File: config.mk
export PLATFORM = sky130hd
export DESIGN_NAME = prog_loader
export DESIGN_NICKNAME = d
export VERILOG_FILES = /design/src/rtl/prog_loader.sv
export SDC_FILE = /design/constraint.sdc
export NUM_CORES = 1
export LEC_CHECK = 0
export BUFFER_PORTS_ARGS = -buffer_cell sky130_fd_sc_hd__buf_2
export CORE_UTILIZATION = 40
export CTS_CLUSTER_DIAMETER = 100
export DETAILED_ROUTE_END_ITERATION = 6
export HOLD_SLACK_MARGIN = 0.08
export PLACE_DENSITY = 0.71
export SLEW_MARGIN = 20
export SYNTH_ARGS = -nofsm -noshare
export SYNTH_HDL_FRONTEND = slang
export SYNTH_SLANG_ARGS = --single-unit
File: constraint.sdc
create_clock -name clk -period 3.3 [get_ports clk]
set_clock_uncertainty 0.1 [all_clocks]
set_input_delay 0.33 -clock clk [delete_from_list [all_inputs] [get_ports clk]]
set_output_delay 0.33 -clock clk [all_outputs]
set_load 0.1 [all_outputs]
File: src/rtl/prog_loader.sv
// Program-memory loader: byte stream (word-count header + 2 bytes/word) -> 14-bit write strobes.
// Optional trailing checksum byte enabled with `define PROG_LOADER_CKSUM_EN.
`timescale 1ns/1ps
module prog_loader #(
    parameter int ADDR_W    = 11,
    parameter int DATA_W    = 14,
    parameter int MAX_WORDS = 2048
) (
    input  logic              clk,
    input  logic              rst,
    input  logic              start,
    input  logic [7:0]        byte_in,
    input  logic              byte_valid,
    output logic              byte_ready,
    output logic              mem_we,
    output logic [ADDR_W-1:0] mem_addr,
    output logic [DATA_W-1:0] mem_wdata,
    output logic              busy,
    output logic              done,
    output logic              err,
    output logic [11:0]       words_written
);

    localparam int          HI_W    = DATA_W - 8;
    localparam logic [11:0] MAX_LEN = 12'(MAX_WORDS);

    typedef enum logic [3:0] {
        S_IDLE,
        S_LEN_LO,
        S_LEN_HI,
        S_DAT_LO,
        S_DAT_HI,
        S_WRITE,
        S_DONE,
`ifdef PROG_LOADER_CKSUM_EN
        S_CHK,
`endif
        S_ERR
    } state_t;

`ifdef PROG_LOADER_CKSUM_EN
    localparam state_t FIN_STATE = S_CHK;
`else
    localparam state_t FIN_STATE = S_DONE;
`endif

    state_t              r_state;
    state_t              w_next;
    logic [11:0]         r_len;
    logic [7:0]          r_lo;
    logic [ADDR_W-1:0]   r_addr_cnt;
    logic [11:0]         r_words;
    logic [ADDR_W-1:0]   r_mem_addr;
    logic [DATA_W-1:0]   r_mem_wdata;
`ifdef PROG_LOADER_CKSUM_EN
    logic [7:0]          r_sum;
`endif

    logic                w_acc;
    logic [11:0]         w_len;
    logic                w_hdr_bad;
    logic                w_hi_bad;
    logic                w_last;
    logic                w_start_ok;

    assign w_acc      = byte_valid && byte_ready;
    assign w_len      = {byte_in[3:0], r_len[7:0]};
    assign w_hdr_bad  = (byte_in[7:4] != 4'd0) || (w_len > MAX_LEN);
    assign w_hi_bad   = (byte_in[7:HI_W] != '0);
    assign w_last     = ((r_words + 12'd1) == r_len);
    assign w_start_ok = start && ((r_state == S_IDLE) || (r_state == S_DONE) || (r_state == S_ERR));

    always_ff @(posedge clk) begin
        if (rst) r_state <= S_IDLE;
        else     r_state <= w_next;
    end

    always_comb begin
        w_next = r_state;
        case (r_state)
            S_IDLE, S_DONE, S_ERR: if (start) w_next = S_LEN_LO;
            S_LEN_LO: if (w_acc) w_next = S_LEN_HI;
            S_LEN_HI: begin
                if (w_acc) begin
                    if (w_hdr_bad)          w_next = S_ERR;
                    else if (w_len == '0)   w_next = FIN_STATE;
                    else                    w_next = S_DAT_LO;
                end
            end
            S_DAT_LO: if (w_acc) w_next = S_DAT_HI;
            S_DAT_HI: if (w_acc) w_next = w_hi_bad ? S_ERR : S_WRITE;
            S_WRITE:  w_next = w_last ? FIN_STATE : S_DAT_LO;
`ifdef PROG_LOADER_CKSUM_EN
            S_CHK:    if (w_acc) w_next = (byte_in == r_sum) ? S_DONE : S_ERR;
`endif
            default:  w_next = S_IDLE;
        endcase
    end

    always_comb begin
        byte_ready = 1'b0;
        mem_we     = 1'b0;
        busy       = 1'b0;
        done       = 1'b0;
        err        = 1'b0;
        case (r_state)
            S_LEN_LO, S_LEN_HI, S_DAT_LO, S_DAT_HI: begin
                byte_ready = 1'b1;
                busy       = 1'b1;
            end
            S_WRITE: begin
                mem_we = 1'b1;
                busy   = 1'b1;
            end
`ifdef PROG_LOADER_CKSUM_EN
            S_CHK: begin
                byte_ready = 1'b1;
                busy       = 1'b1;
            end
`endif
            S_DONE:  done = 1'b1;
            S_ERR:   err  = 1'b1;
            default: ;
        endcase
    end

    // Datapath: header length, low-byte latch, address/word counters and write registers.
    always_ff @(posedge clk) begin
        if (rst) begin
            r_len       <= '0;
            r_lo        <= '0;
            r_addr_cnt  <= '0;
            r_words     <= '0;
            r_mem_addr  <= '0;
            r_mem_wdata <= '0;
        end else begin
            if (w_start_ok) begin
                r_addr_cnt <= '0;
                r_words    <= '0;
            end
            if (w_acc && (r_state == S_LEN_LO)) r_len[7:0]  <= byte_in;
            if (w_acc && (r_state == S_LEN_HI)) r_len[11:8] <= byte_in[3:0];
            if (w_acc && (r_state == S_DAT_LO)) r_lo        <= byte_in;
            if (w_acc && (r_state == S_DAT_HI) && !w_hi_bad) begin
                r_mem_wdata <= {byte_in[HI_W-1:0], r_lo};
                r_mem_addr  <= r_addr_cnt;
            end
            if (r_state == S_WRITE) begin
                r_addr_cnt <= r_addr_cnt + 1'b1;
                r_words    <= r_words + 12'd1;
            end
        end
    end

`ifdef PROG_LOADER_CKSUM_EN
    // Running sum of header and data bytes; the check byte itself is excluded.
    always_ff @(posedge clk) begin
        if (rst)                             r_sum <= '0;
        else if (w_start_ok)                 r_sum <= '0;
        else if (w_acc && (r_state != S_CHK)) r_sum <= r_sum + byte_in;
    end
`endif

    assign mem_addr      = r_mem_addr;
    assign mem_wdata     = r_mem_wdata;
    assign words_written = r_words;

endmodule

# Yosys cells after proc, flatten, opt, wreduce, memory -nomap -nowiden
# Cells that the tools add are included.
[op_classes]
addsub = 2
n_lt_le_gt_ge = 1
n_eq_ne = 13
n_mux = 19
n_reduce_logical = 20
[ops]
columns = ["cell", "n"]
rows = [
  ["two-way mux 12 bit", 2],
  ["case mux 4 bit (6 select lines)", 1],
  ["two-way mux 11 bit", 2],
  ["two-way mux 4 bit", 5],
  ["equality test 4 x 3 -> 1 bit, second input constant", 4],
  ["adder 12 x 1 -> 12 bit, second input constant", 1],
  ["equality test 12 bit", 1],
  ["greater-than comparator 12 bit, second input constant", 1],
  ["logical NOT 12 bit", 1],
  ["adder 11 x 1 -> 11 bit, second input constant", 1],
  ["inequality test 2 bit, second input constant", 5],
  ["two-way mux 3 bit", 3],
  ["equality test 4 x 2 -> 1 bit, second input constant", 2],
  ["logical AND 1 bit", 7],
  ["two-way mux 1 bit", 5],
  ["AND reduction 5 bit", 1],
  ["OR reduction 5 bit", 1],
  ["equality test 4 x 1 -> 1 bit, second input constant", 1],
  ["logical NOT 4 bit", 1],
  ["nonzero test 2 bit", 2],
  ["nonzero test 4 bit", 1],
  ["OR reduction 4 bit", 1],
  ["logical OR 1 bit", 3],
  ["OR reduction 3 bit", 1],
  ["other kinds (2)", 2],
]
[totals]
regBits = 72
in_bits = 12
output_inout_bits = 42
elab_cells = 63

# Longest topological paths before layout
# Gate-level depths: netlist (run 1).
[depth]
ltp_word = 6
mapped_depth = 7
depth_no_buf = 6

# Worst setup path after synthesis (run 1)
# No wires, ideal clock.
[synth_timing]
kind = "register to register"
startpoint = "register r_words[0], in the netlist words_written[0]"
endpoint = "register r_state[0]"
setup_time_ns = 0.115
arrival_ns = 2.617
t_required_ns = 3.085
slack_ns = 0.469
path_stages_with_launch = 7
path_buffers = 0
path_cell_list = "dfxtp_1 ha_1 nand3_1 or3_1 a221oi_1 nand4_1 o21ba_1"
[synth_between]
elab_chain_len = 4
[synth_lines]
columns = ["item", "line_no", "text"]
rows = [
  ["start, declared", "52", "logic [11:0] r_words;"],
  ["start signal, assigned", "150", "r_words <= r_words + 12'd1;"],
  ["adder 12 x 1 -> 12 bit", "70", "assign w_last = ((r_words + 12'd1) == r_len);"],
  ["equality test 12 bit", "70", ""],
  ["two-way mux 3 bit", "92", "S_WRITE: w_next = w_last ? FIN_STATE : S_DAT_LO;"],
  ["case mux 4 bit (6 select lines)", "80", "case (r_state)"],
  ["end signal, assigned", "75", "else r_state <= w_next;"],
  ["end, declared", "47", "state_t r_state;"],
]
# Every way passes these cells.
# A chain may end at the register's enable or synchronous reset.

# Worst setup path after layout (run 1)
[layout_timing]
startpoint = "register r_state[2]"
endpoint = "output mem_we"
[layout_between]
elab_chain_len = 2
[layout_lines]
columns = ["item", "line_no", "text"]
rows = [
  ["equality test 4 x 3 -> 1 bit", "106", "case (r_state)"],
  ["two-way mux 1 bit", "106", ""],
  ["end, declared", "15", "output logic mem_we,"],
]
# Every way passes these cells.

==> results of run 1 <==
## where the power goes
group / switching (uW) / total (uW) / internal, uW
registers: 49.3 / 932 / 883
logic: 314 / 427 / 113
clock network: 349 / 703 / 353
total: 713 / 2060 / 1350
## logic make-up (layout without fill, tap and decap cells)
kind of cell | after synthesis | in the layout
flops | 71 | 71
compound gates | 111 | 111
mux | 8 | 8
fa+ha+maj | 2 | 2
xor+xnor | 15 | 15
buf+inv | 34 | 77
simple gates | 195 | 195
## area by class of cell
cell class / count / area [sq um]
Tap cell: 105 / 131.4
Sequential cell: 71 / 1421
Clock buffer: 10 / 127.6
Inverter: 4 / 15.01
Fill cell: 847 / 4312
Timing Repair Buffer: 57 / 295.3
Multi-Input combinational cell: 331 / 1804
Clock inverter: 6 / 68.82
## per-layer routing
metal	up-vias	routed length (microns)	global-route usage
li1	1610	-	-
met1	1550	3935	0.2637
met2	92	3853	0.3072
met3	10	469	0.06392
met4	0	79	0.04744
met5	-	0	0
## state kept, by name, indices dropped and copies added, names as in the netlist
signal	count
r_lo	8
words_written	12
mem_addr	11
mem_wdata	14
r_state	3
r_addr_cnt	11
r_len	12
## how the worst max path moves through the flow
stage / depth (start not counted) / to / slack [ns] / from
4_1_cts: 3 / mem_we / 0.79 / r_state[2]
6_report: 3 / mem_we / 0.78 / r_state[2]
3_5_place_dp: 6 / r_state[0] / 0.96 / words_written[0]
2_1_floorplan: 6 / r_state[0] / 0.47 / words_written[0]
3_3_place_gp: 6 / r_state[0] / 1.09 / words_written[0]
5_1_grt: 3 / mem_we / 0.67 / r_state[2]
## per-stage QoR
step / instances / total power (uW) / setup slack, ns
final: 584 / 2061 / 0.7814
after global routing: 584 / 2161 / 0.6737
after CTS: 584 / 2078 / 0.7900
after detailed placement: 568 / 1379 / 0.9618
after global placement: 568 / 1374 / 1.089
after floorplan: 436 / 1293 / 0.4685
## synth_stat cells, types with 3 or more instances
library cell | n | area, sq um
nand4_1 | 5 | 31.28
a21oi_1 | 65 | 325.3
nand3_1 | 13 | 65.06
nand4b_1 | 5 | 43.79
xor2_1 | 4 | 35.03
or4_1 | 4 | 30.03
inv_1 | 4 | 15.01
or3_1 | 5 | 31.28
and3_1 | 5 | 31.28
nor4_1 | 4 | 25.02
mux2i_1 | 6 | 60.06
o21ai_0 | 17 | 85.08
nor2_1 | 24 | 90.09
nand3b_1 | 5 | 37.54
clkbuf_1 | 17 | 63.81
and4_1 | 4 | 35.03
nand2_1 | 102 | 382.9
nor2b_1 | 3 | 18.77
nor3_1 | 7 | 35.03
dfxtp_1 | 71 | 1421
a31oi_1 | 6 | 37.54
o31ai_1 | 4 | 30.03
buf_2 | 11 | 55.05
xnor2_1 | 11 | 96.34
and2_1 | 3 | 18.77
a311oi_1 | 4 | 35.03
## worst max-delay path: stages, from the launching register on
cell and delay [ns]:
dfxtp_1 0.63, nand3b_1 0.16, inv_1 0.43, buf_2 0.53
==> flow_summary.rst, run 1 <==
.. list-table::
   :header-rows: 1

   * - Metric
     - Value
   * - Worst Hold Endpoint
     - mem_wdata[13]
   * - Worst rel slew slack
     - 0.4183
   * - Slack of the worst reg-to-reg path
     - 0.89 ns
   * - Number of pins with negative max-slew slack in the final report
     - 0
   * - Portion of the clock cycle consumed by the worst path in the final layout
     - 0.7632
   * - Most frequent standard cell in the layout excluding fill and tap cells
     - nand2_1
   * - Total CTS buffers
     - 9
   * - Core utilization of the finished layout
     - 0.4726
   * - Leading cell types in the layout, fill and taps excluded
     - nand2_1 (102), dfxtp_1 (71), a21oi_1 (65), buf_2 (53), nor2_1 (24)
   * - Setup TNS Final
     - 0 ns
   * - Count of instances resized after the clock tree is built
     - 0
   * - Critical path type
     - reg -> out
   * - H-tree depth
     - 3
   * - Clock-pin slew on the worst setup and hold paths
     - 0.08 ns
   * - Share of final-layout standard cells stronger than drive strength 1
     - 0.1587
   * - Post-synthesis share of cell area spent on full adders, half adders and majority gates
     - 0.007429
   * - Arrival time of the worst setup path
     - 2.09 ns
   * - Routability congestion estimate
     - 0.8563
   * - Final routed wire length divided by cell count
     - 14.28 microns
   * - Source of the worst register-to-register timing path
     - words_written[0]
   * - Endpoint required time on the critical path
     - 2.87 ns
   * - Final wirelength
     - 8337 microns
   * - Setup violators final
     - 0
   * - Remaining global-route overflow
     - 0
   * - Leakage
     - 0.001435 uW
   * - Length in cells of the worst reg-to-reg path
     - 6
   * - Outcome
     - completed
   * - Maximum vdd ir drop
     - 0.3132 mV
   * - Cell row count
     - 33
   * - Maximum fanout encountered on the critical timing path
     - 16
   * - Share of the synthesized netlist area taken by xor and xnor gates
     - 0.03900
   * - Tightest hold margin
     - 0.1532 ns
   * - Worst reg2reg endpoint
     - r_state[0]
   * - RSZ-0062 raised after global routing
     - no
   * - Area after DPL
     - 3667 sq um
   * - Non-Filler Cell Area, Final
     - 3864 sq um
   * - Clock tree root driver cell
     - clkbuf_8
   * - GRT Overall Usage
     - 0.1975
   * - TritonCTS clock tree
     - built
   * - Global-route wire length before repair
     - 13580 microns
   * - Initial DRT Pass Iterations
     - 5
   * - Post-synthesis instance area
     - 3368 sq um
   * - Multiplexer share of the synthesized area
     - 0.02452
   * - Hold/Removal Path Class
     - in -> reg
   * - Syn Nets
     - 450
   * - Asr flop ratio synth
     - 0
   * - Antenna diode instance count
     - 0
   * - Final count of hold timing violations
     - 0
   * - Max-capacitance violation count
     - 0
   * - Die Y-Extent
     - 93.77 microns
   * - Vias per cell
     - 5.586
   * - Number of top-level pins
     - 54
   * - HPWL after detailed placement
     - 5730 microns
   * - Crit path capture type
     - primary output
   * - Simple-gate area share of the yosys netlist
     - 0.2760
   * - Post-synthesis sequential element count
     - 71
   * - Vias in the first global route
     - 2770
   * - Area growth from synthesis to layout
     - 14.71%
   * - Most used flip-flop cell after synthesis
     - dfxtp_1
   * - Crit start category
     - flop
   * - Synth Area in Compound Gates
     - 0.1887
   * - Post-synthesis area per instance
     - 7.725 sq um
   * - Horiz. Die Dim
     - 93.77 microns
   * - Combinational family with the most area after synthesis
     - simple AND/OR/NAND/NOR gates
   * - Origin of the worst min-delay path
     - byte_in[5]
   * - Number of antenna violations at the first check in global routing
     - 0
   * - Warnings from Yosys
     - 0
   * - Crit path time final
     - 2.519 ns
   * - Count of clock tree sinks
     - 71
   * - Core outline area
     - 8175 sq um
   * - Cell area power density
     - 533.5 nW/um^2
   * - Register area share after synthesis
     - 0.4220
   * - Via count
     - 3262
   * - Post-cts hold buffer count
     - 0
   * - Initial Util
     - 0.4120
   * - Later-pin clock latency in the skew report
     - 0.35 ns
   * - Syn Inst Count
     - 436
   * - Nets
     - 488
   * - Post-synth EDFFs
     - 0
   * - Max Clk Rate
     - 0.3971 GHz
   * - Setup Buffers After CTS
     - 0
   * - Die Footprint
     - 8792 sq um
   * - Post-detailed-route DRC marker count
     - 0
   * - Max clock buf depth
     - 2
   * - Detailed router's first-iteration violation count
     - 157
   * - Number of instances on the worst hold path
     - 3
   * - Antenna Nets Post-Route
     - 0
   * - Yosys cell types
     - 48
   * - Largest net degree at the start of global routing
     - 51
   * - Port buffer count
     - 53
   * - Slew at the pin closest to its max-slew limit
     - 0.8725 ns
(Power assumes the default switching activity.)
==> inputs of run 2 (changes only) <==
==> constraint.sdc (replaced) <==
create_clock -name clk -period 2.6 [get_ports clk]
set_clock_uncertainty 0.1 [all_clocks]
set_input_delay 0.26 -clock clk [delete_from_list [all_inputs] [get_ports clk]]
set_output_delay 0.26 -clock clk [all_outputs]
set_load 0.1 [all_outputs]
==> flow_summary.rst, run 2 (synthesis gave the netlist of run 1 again) <==
.. list-table::
   :header-rows: 1

   * - Metric
     - Value
   * - Outcome
     - completed
   * - Number of top-level pins
     - 54 (unchanged)
   * - Routability congestion estimate
     - 0.8550 (-0.15%)
   * - Initial Util
     - 0.4120 (unchanged)
   * - Detailed router's first-iteration violation count
     - 200 (+27%)
   * - Leakage
     - 0.001498 uW (+4.4%)
   * - Critical path startpoint
     - r_state[1]
   * - HPWL after detailed placement
     - 5775 microns (+0.77%)
   * - Final worst slack
     - 0.2055 ns (-0.5759 ns)
   * - Crit start category
     - flop
   * - Via count
     - 3249 (-0.40%)
   * - Worst Hold Endpoint
     - r_len[7]
   * - Critical Path Max Stage Delay
     - 0.61 ns (-0.02 ns)
   * - Critical path type
     - reg -> out
   * - Share of total power in the clock network
     - 0.370 (+0.029)
   * - Tightest hold margin
     - 0.09317 ns (-0.06006 ns)
   * - Leading cell types in the layout, fill and taps excluded
     - nand2_1 (102), a21oi_1 (65), dfxtp_1 (65), buf_2 (52), nor2_1 (24)
   * - Count of clock tree sinks
     - 71 (unchanged)
   * - Number of flip-flops in the largest register
     - 14 (unchanged)
   * - Fraction of power consumed by combinational cells
     - 0.210 (+0.003)
   * - Source of the worst register-to-register timing path
     - words_written[0]
   * - Internal Dissipation
     - 1907 uW (+41%)
   * - Share of total power in sequential cells
     - 0.420 (-0.032)
   * - Non-Filler Instances
     - 591 (+1.2%)
   * - Setup Buffers After CTS
     - 0 (unchanged)
   * - Endpoint required time on the critical path
     - 2.24 ns (-0.63 ns)
   * - Worst rel slew slack
     - 0.6082 (+0.1899)
   * - Vias per cell
     - 5.497 (-1.6%)
   * - Max clock buf depth
     - 2 (unchanged)
   * - Setup TNS Final
     - 0 ns (unchanged)
   * - Remaining global-route overflow
     - 0 (unchanged)
   * - Worst reg2reg endpoint
     - r_state[0]
   * - Vias in the first global route
     - 2888 (+4.3%)
   * - Setup violators final
     - 0 (unchanged)
   * - Largest net degree at the start of global routing
     - 35 (-31%)
   * - Switching pwr
     - 884.8 uW (+24%)
   * - Maximum fanout encountered on the critical timing path
     - 27 (+11)
   * - Nets
     - 495 (+1.4%)
   * - Global-route wire length before repair
     - 13810 microns (+1.7%)
   * - Die Footprint
     - 8792 sq um (unchanged)
   * - Area growth from synthesis to layout
     - 18.35%
   * - Post-place setup slack
     - 0.3440 ns (-0.6178 ns)
   * - Number of instances on the worst hold path
     - 3 (unchanged)
   * - Final count of hold timing violations
     - 0 (unchanged)
   * - Maximum vdd ir drop
     - 0.3700 mV (+18%)
   * - Cell area power density
     - 700.3 nW/um^2 (+31%)
   * - Horiz. Die Dim
     - 93.77 microns (unchanged)
   * - Initial DRT Pass Iterations
     - 6 (+1)
   * - Switching share of power
     - 0.3169 (-0.02875)
   * - Share of final-layout standard cells stronger than drive strength 1
     - 0.1831 (+0.02446)
   * - Number of placed instances with taps included
     - 574 (+1.1%)
   * - Arrival time of the worst setup path
     - 2.03 ns (-0.06 ns)
   * - Antenna Nets Post-Route
     - 0 (unchanged)
   * - Cell row count
     - 33 (unchanged)
   * - Final routed wire length divided by cell count
     - 14.24 microns (-0.28%)
   * - Clock-pin slew on the worst setup and hold paths
     - 0.07 ns (about the same)
   * - Length in cells of the worst reg-to-reg path
     - 6 (unchanged)
   * - CP max stage cell
     - dfxtp_1
   * - Final wirelength
     - 8413 microns (+0.91%)
   * - Core outline area
     - 8175 sq um (unchanged)
   * - Clock tree root driver cell
     - clkbuf_8
   * - GRT Overall Usage
     - 0.2011 (+0.003573)
   * - Most frequent standard cell in the layout excluding fill and tap cells
     - nand2_1
   * - Later-pin clock latency in the skew report
     - 0.35 ns (about the same)
   * - Crit path capture type
     - primary output
   * - Hold/Removal Path Class
     - in -> reg
   * - Antenna diode instance count
     - 0 (unchanged)
   * - Slack of the worst reg-to-reg path
     - 0.25 ns (-0.64 ns)
   * - RSZ-0062 raised after global routing
     - no
   * - Portion of the clock cycle consumed by the worst path in the final layout
     - 0.9210
   * - H-tree depth
     - 3 (unchanged)
   * - Die Y-Extent
     - 93.77 microns (unchanged)
   * - Origin of the worst min-delay path
     - byte_in[7]
   * - Max-capacitance violation count
     - 0 (unchanged)
   * - TritonCTS clock tree
     - built
   * - Number of pins with negative max-slew slack in the final report
     - 0 (unchanged)
   * - Max Clk Rate
     - 0.4176 GHz
   * - Slew at the pin closest to its max-slew limit
     - 0.5871 ns (-0.2854 ns)
   * - Total CTS buffers
     - 9 (unchanged)
   * - Total power of the final layout
     - 2792 uW (+35%)
   * - Number of antenna violations at the first check in global routing
     - 0 (unchanged)
   * - Critical-path cell list
     - nand3b_1 > buf_4 > inv_1 > buf_12
   * - Crit path time final
     - 2.394 ns
   * - Post-detailed-route DRC marker count
     - 0 (unchanged)
   * - Port buffer count
     - 53 (unchanged)
-- run 2: cell types whose count changed in the layout (fill, tap and decap cells not counted), moves of 3 or more --
cell / previous run / this run
dfxtp_2: 0 / 6
buf_4: 4 / 10
clkbuf_8: 9 / 12
dfxtp_1: 71 / 65
-- run 2: layer usage --
| metal | up-vias | track usage | routed length (microns) |
|---|---|---|---|
| li1 | 1627 | - | - |
| met1 | 1494 | 0.2607 | 3830 |
| met2 | 111 | 0.3102 | 3876 |
| met3 | 17 | 0.06068 | 529 |
| met4 | 0 | 0.08077 | 177 |
| met5 | - | 0 | 0 |
-- run 2: final cells by class --
| class | instances | area (sq um) |
|---|---|---|
| Fill cell | 783 | 4189 |
| Multi-Input combinational cell | 331 | 1804 |
| Sequential cell | 71 | 1429 |
| Timing Repair Buffer | 64 | 365.4 |
| Clock buffer | 12 | 165.2 |
| Tap cell | 105 | 131.4 |
| Clock inverter | 4 | 76.32 |
| Inverter | 4 | 15.01 |
-- run 2: through the flow --
stage          utilization  instance area (sq um)
3_3_place_gp        0.4568                   3735
4_1_cts             0.4876                   3986
5_1_grt             0.4876                   3986
2_1_floorplan            -                   3376
6_report            0.4876                   3986
3_5_place_dp        0.4568                   3735
-- run 2: timing repair --
action	in CTS	in global routing
hold endpoints to repair	1	0
resized for setup	0	0
hold buffers	1	0
-- run 2: power groups by stage --
stage,logic [uW],registers [uW],clock network [uW]
after floorplan,452,1190,0
after global placement,576,1190,0
after detailed placement,581,1200,0
after CTS,584,1170,1060
after global routing,632,1180,1110
final,586,1170,1030
-- run 2: worst max-delay path: cells and delay by family, from the launching register on --
kind | cells | cell delay (ns)
buffers and inverters | 3 | 0.90
DFF | 1 | 0.61
and+or+nand+nor | 1 | 0.17
-- run 2: worst max-delay path by stage --
stage               slack (ns)          to  depth (start not counted)
floorplan                 0.04  r_state[0]                          5
global placement          0.48  r_state[0]                          6
detailed placement        0.34  r_state[0]                          6
CTS                       0.21      mem_we                          4
global route              0.06  r_state[0]                          6
finish                    0.21      mem_we                          4
==> inputs of run 3 (changes only) <==
--- a/config.mk
+++ b/config.mk
@@ -5,6 +5,7 @@
 export SDC_FILE = /design/constraint.sdc
 export NUM_CORES = 1
 export LEC_CHECK = 0
+export ABC_AREA = 1
 export BUFFER_PORTS_ARGS = -buffer_cell sky130_fd_sc_hd__buf_2
 export CORE_UTILIZATION = 40
 export CTS_CLUSTER_DIAMETER = 100
==> flow_summary.rst, run 3 <==
.. list-table::
   :header-rows: 1

   * - Metric
     - Value
   * - TritonCTS clock tree
     - built
   * - Max clock buf depth
     - 2 (unchanged)
   * - Share of final-layout standard cells stronger than drive strength 1
     - 0.1787 (-0.004420)
   * - Cell types occupying the most area after synthesis
     - dfxtp_1 (43%), nand2_1 (10%), a21oi_1 (8.5%), o21ai_0 (8.3%), nand3_1 (5.6%)
   * - Final wirelength
     - 7981 microns (-5.1%)
   * - Nets
     - 535 (+8.1%)
   * - Leakage
     - 0.001613 uW (+7.7%)
   * - Share of total power in the clock network
     - 0.296 (-0.074)
   * - Remaining global-route overflow
     - 0 (unchanged)
   * - Core utilization of the finished layout
     - 0.4951 (+0.007454)
   * - Antenna Nets Post-Route
     - 0 (unchanged)
   * - Final worst slack
     - 0.5315 ns (+0.3260 ns)
   * - Hold/Removal Path Class
     - in -> reg
   * - Number of instances on the worst hold path
     - 3 (unchanged)
   * - Total CTS buffers
     - 9 (unchanged)
   * - Crit path capture type
     - primary output
   * - Post-synthesis instance area
     - 3301 sq um (-2.0%)
   * - Vias per cell
     - 5.153 (-6.3%)
   * - Maximum fanout encountered on the critical timing path
     - 5 (-81%)
   * - Source of the worst register-to-register timing path
     - words_written[0]
   * - Number of flip-flops in the largest register
     - 14 (unchanged)
   * - Port buffer count
     - 53 (unchanged)
   * - Origin of the worst min-delay path
     - byte_in[5]
   * - Internal Dissipation
     - 1984 uW (+4.1%)
   * - Post-synthesis sequential element count
     - 71 (unchanged)
   * - Post-detailed-route DRC marker count
     - 0 (unchanged)
   * - CP top delay family
     - buffers and inverters
   * - Setup Buffers After CTS
     - 0 (unchanged)
   * - Outcome
     - completed
   * - Leading cell types in the layout, fill and taps excluded
     - nand2_1 (91), dfxtp_1 (70), a21oi_1 (56), o21ai_0 (55), buf_2 (53)
   * - Share of total power in sequential cells
     - 0.367 (-0.053)
   * - Arrival time of the worst setup path
     - 1.71 ns (-0.32 ns)
   * - Length in cells of the worst reg-to-reg path
     - 11 (+5)
   * - Global-route wire length before repair
     - 13950 microns (+1.0%)
   * - Final routed wire length divided by cell count
     - 12.71 microns (-11%)
   * - Number of antenna violations at the first check in global routing
     - 0 (unchanged)
   * - Fraction of power consumed by combinational cells
     - 0.337 (+0.127)
   * - Max Clk Rate
     - 0.4834 GHz (+16%)
   * - Leading cell type by number of instances after synthesis
     - nand2_1
   * - Warnings from Yosys
     - 0 (unchanged)
   * - WP buf/inv
     - 3 (unchanged)
   * - Asr flop ratio synth
     - 0 (unchanged)
   * - Area growth from synthesis to layout
     - 17.70%
   * - Number of placed instances with taps included
     - 612 (+6.6%)
   * - Maximum vdd ir drop
     - 1.198 mV (+220%)
   * - Non-Filler Instances
     - 628 (+6.3%)
   * - RSZ-0062 raised after global routing
     - no
   * - Most used flip-flop cell after synthesis
     - dfxtp_1
   * - H-tree depth
     - 3 (unchanged)
   * - Switching share of power
     - 0.4250 (+0.1080)
   * - Horiz. Die Dim
     - 92.84 microns (-0.99%)
   * - Total power of the final layout
     - 3451 uW (+24%)
   * - Count of instances resized after the clock tree is built
     - 0 (unchanged)
   * - Endpoint required time on the critical path
     - 2.24 ns (about the same)
   * - Initial DRT Pass Iterations
     - 4 (-2)
   * - Crit start category
     - flop
   * - Core outline area
     - 7848 sq um (-4.0%)
   * - Worst reg2reg endpoint
     - r_state[2]
   * - Vias in the first global route
     - 3034 (+5.1%)
   * - Post-cts hold buffer count
     - 0 (-1)
   * - Critical Path Max Stage Delay
     - 0.44 ns (-0.17 ns)
   * - Register area share after synthesis
     - 0.4306 (+0.008638)
   * - Clock tree root driver cell
     - clkbuf_8
   * - Post-synth EDFFs
     - 0 (unchanged)
   * - Post-place setup slack
     - 0.7333 ns (+0.3893 ns)
   * - Slack of the worst reg-to-reg path
     - 0.67 ns (+0.42 ns)
   * - Syn Nets
     - 484 (+7.6%)
   * - Post-synthesis area per instance
     - 7.023 sq um (-9.1%)
   * - Post-synth top cells
     - nand2_1 (91), dfxtp_1 (71), a21oi_1 (56)
   * - Setup violators final
     - 0 (unchanged)
   * - Yosys cell types
     - 32 (-33%)
   * - Critical path type
     - reg -> out
   * - Number of top-level pins
     - 54 (unchanged)
   * - Clock-pin slew on the worst setup and hold paths
     - 0.08 ns (about the same)
   * - Cell area power density
     - 888.2 nW/um^2 (+27%)
   * - Largest net degree at the start of global routing
     - 49 (+40%)
   * - Max-capacitance violation count
     - 0 (unchanged)
   * - Antenna diode instance count
     - 0 (unchanged)
   * - Count of clock tree sinks
     - 71 (unchanged)
   * - Initial Util
     - 0.4206 (+0.008601)
   * - Most frequent standard cell in the layout excluding fill and tap cells
     - nand2_1
   * - Cell row count
     - 32 (-3.0%)
   * - Number of pins with negative max-slew slack in the final report
     - 0 (unchanged)
   * - HPWL after detailed placement
     - 5632 microns (-2.5%)
   * - Later-pin clock latency in the skew report
     - 0.35 ns (about the same)
   * - Detailed router's first-iteration violation count
     - 172 (-14%)
   * - Worst rel slew slack
     - 0.6438 (+0.03565)
   * - Die Y-Extent
     - 92.84 microns (-0.99%)
   * - Final count of hold timing violations
     - 0 (unchanged)
   * - Die Footprint
     - 8619 sq um (-2.0%)
   * - Number of inserted filler cells in the final layout
     - 811 (+3.6%)
   * - Critical-path cell list
     - inv_2 > nor2_2 > nand2_1 > inv_1 > buf_2
   * - Via count
     - 3236 (-0.40%)
   * - Slew at the pin closest to its max-slew limit
     - 0.5328 ns (-0.05433 ns)
   * - Portion of the clock cycle consumed by the worst path in the final layout
     - 0.7956 (-0.1254)
   * - CP max stage cell
     - buf_2
   * - Crit path time final
     - 2.068 ns (-0.3260 ns)
   * - GRT Overall Usage
     - 0.2008 (-0.0003365)
   * - Area leader, netlist
     - dfxtp_1
   * - Routability congestion estimate
     - 0.8809 (+3.0%)
   * - Worst Hold Endpoint
     - mem_wdata[13]
   * - Switching pwr
     - 1466 uW (+66%)
   * - Tightest hold margin
     - 0.1035 ns (+0.01035 ns)
   * - Area share of the leading cell type in the synthesized netlist
     - 0.4306 (+0.008638)
   * - Syn Inst Count
     - 470 (+7.8%)
run 3: changes by cell type after synthesis, moves of 6 or more:
| cell | before | now |
|---|---|---|
| o21ai_0 | 17 | 55 |
| nand3_1 | 13 | 37 |
| xnor2_1 | 11 | 1 |
| buf_2 | 11 | 4 |
| inv_1 | 4 | 45 |
| a21oi_1 | 65 | 56 |
| nand2_1 | 102 | 91 |
| mux2i_1 | 6 | 0 |
| clkbuf_1 | 17 | 11 |
| nor2_1 | 24 | 47 |
| a31oi_1 | 6 | 0 |
run 3: cells by family after synthesis:
| logic type | share of synthesized area |
|---|---|
| flip-flops | 0.4306 |
| AND/OR/NAND/NOR | 0.2885 |
| adder cells (fa/ha/maj) | 0.007580 |
| AO/OA/AOI/OAI | 0.1892 |
| buffers and inverters | 0.07884 |
| XOR/XNOR | 0.005308 |
run 3: cell type report:
class                           count  area [sq um]  share of cell area
Multi-Input combinational cell    332          1625              0.4184
Sequential cell                    71          1423              0.3662
Timing Repair Buffer               57         295.3             0.07601
Inverter                           50         187.7             0.04831
Tap cell                          102         127.6             0.03285
Clock buffer                        9         123.9             0.03188
Clock inverter                      7         102.6             0.02641
run 3: tightest hold or removal path: stages:
cell and delay (ns):
buf_2 0.13, nand2_1 0.06, a21oi_1 0.06
run 3: layer usage:
metal / share of wire / track usage / wire length, microns
met5: 0 / 0 / 0
met4: 0.013 / 0.07692 / 103
met3: 0.059 / 0.03120 / 471
met2: 0.43 / 0.3009 / 3425
met1: 0.50 / 0.2873 / 3981
run 3: power groups by stage:
stage                     logic (uW)  registers (uW)  clock network, uW
after floorplan                  812            1420                  0
after global placement          1150            1290                  0
after detailed placement        1160            1290                  0
after CTS                       1160            1270               1030
after global routing            1260            1280               1080
final                           1160            1270               1020
run 3: per-stage QoR:
| stage | setup TNS (ns) | cell area, sq um |
|---|---|---|
| finish | 0 | 3885 |
| global route | 0 | 3885 |
| CTS | 0 | 3885 |
| detailed placement | 0 | 3659 |
| global placement | 0 | 3659 |
| floorplan | -0.6018 | 3302 |
run 3: how the worst max path moves through the flow:
stage / startpoint / endpoint / slack (ns) / cells after the start
global route: r_state[0] / mem_we / 0.42 / 5
detailed placement: words_written[0] / r_state[0] / 0.73 / 12
floorplan: r_state[2] / err / -0.30 / 2
finish: r_state[0] / mem_we / 0.53 / 5
CTS: r_state[0] / mem_we / 0.53 / 5
global placement: words_written[0] / r_state[0] / 0.81 / 12
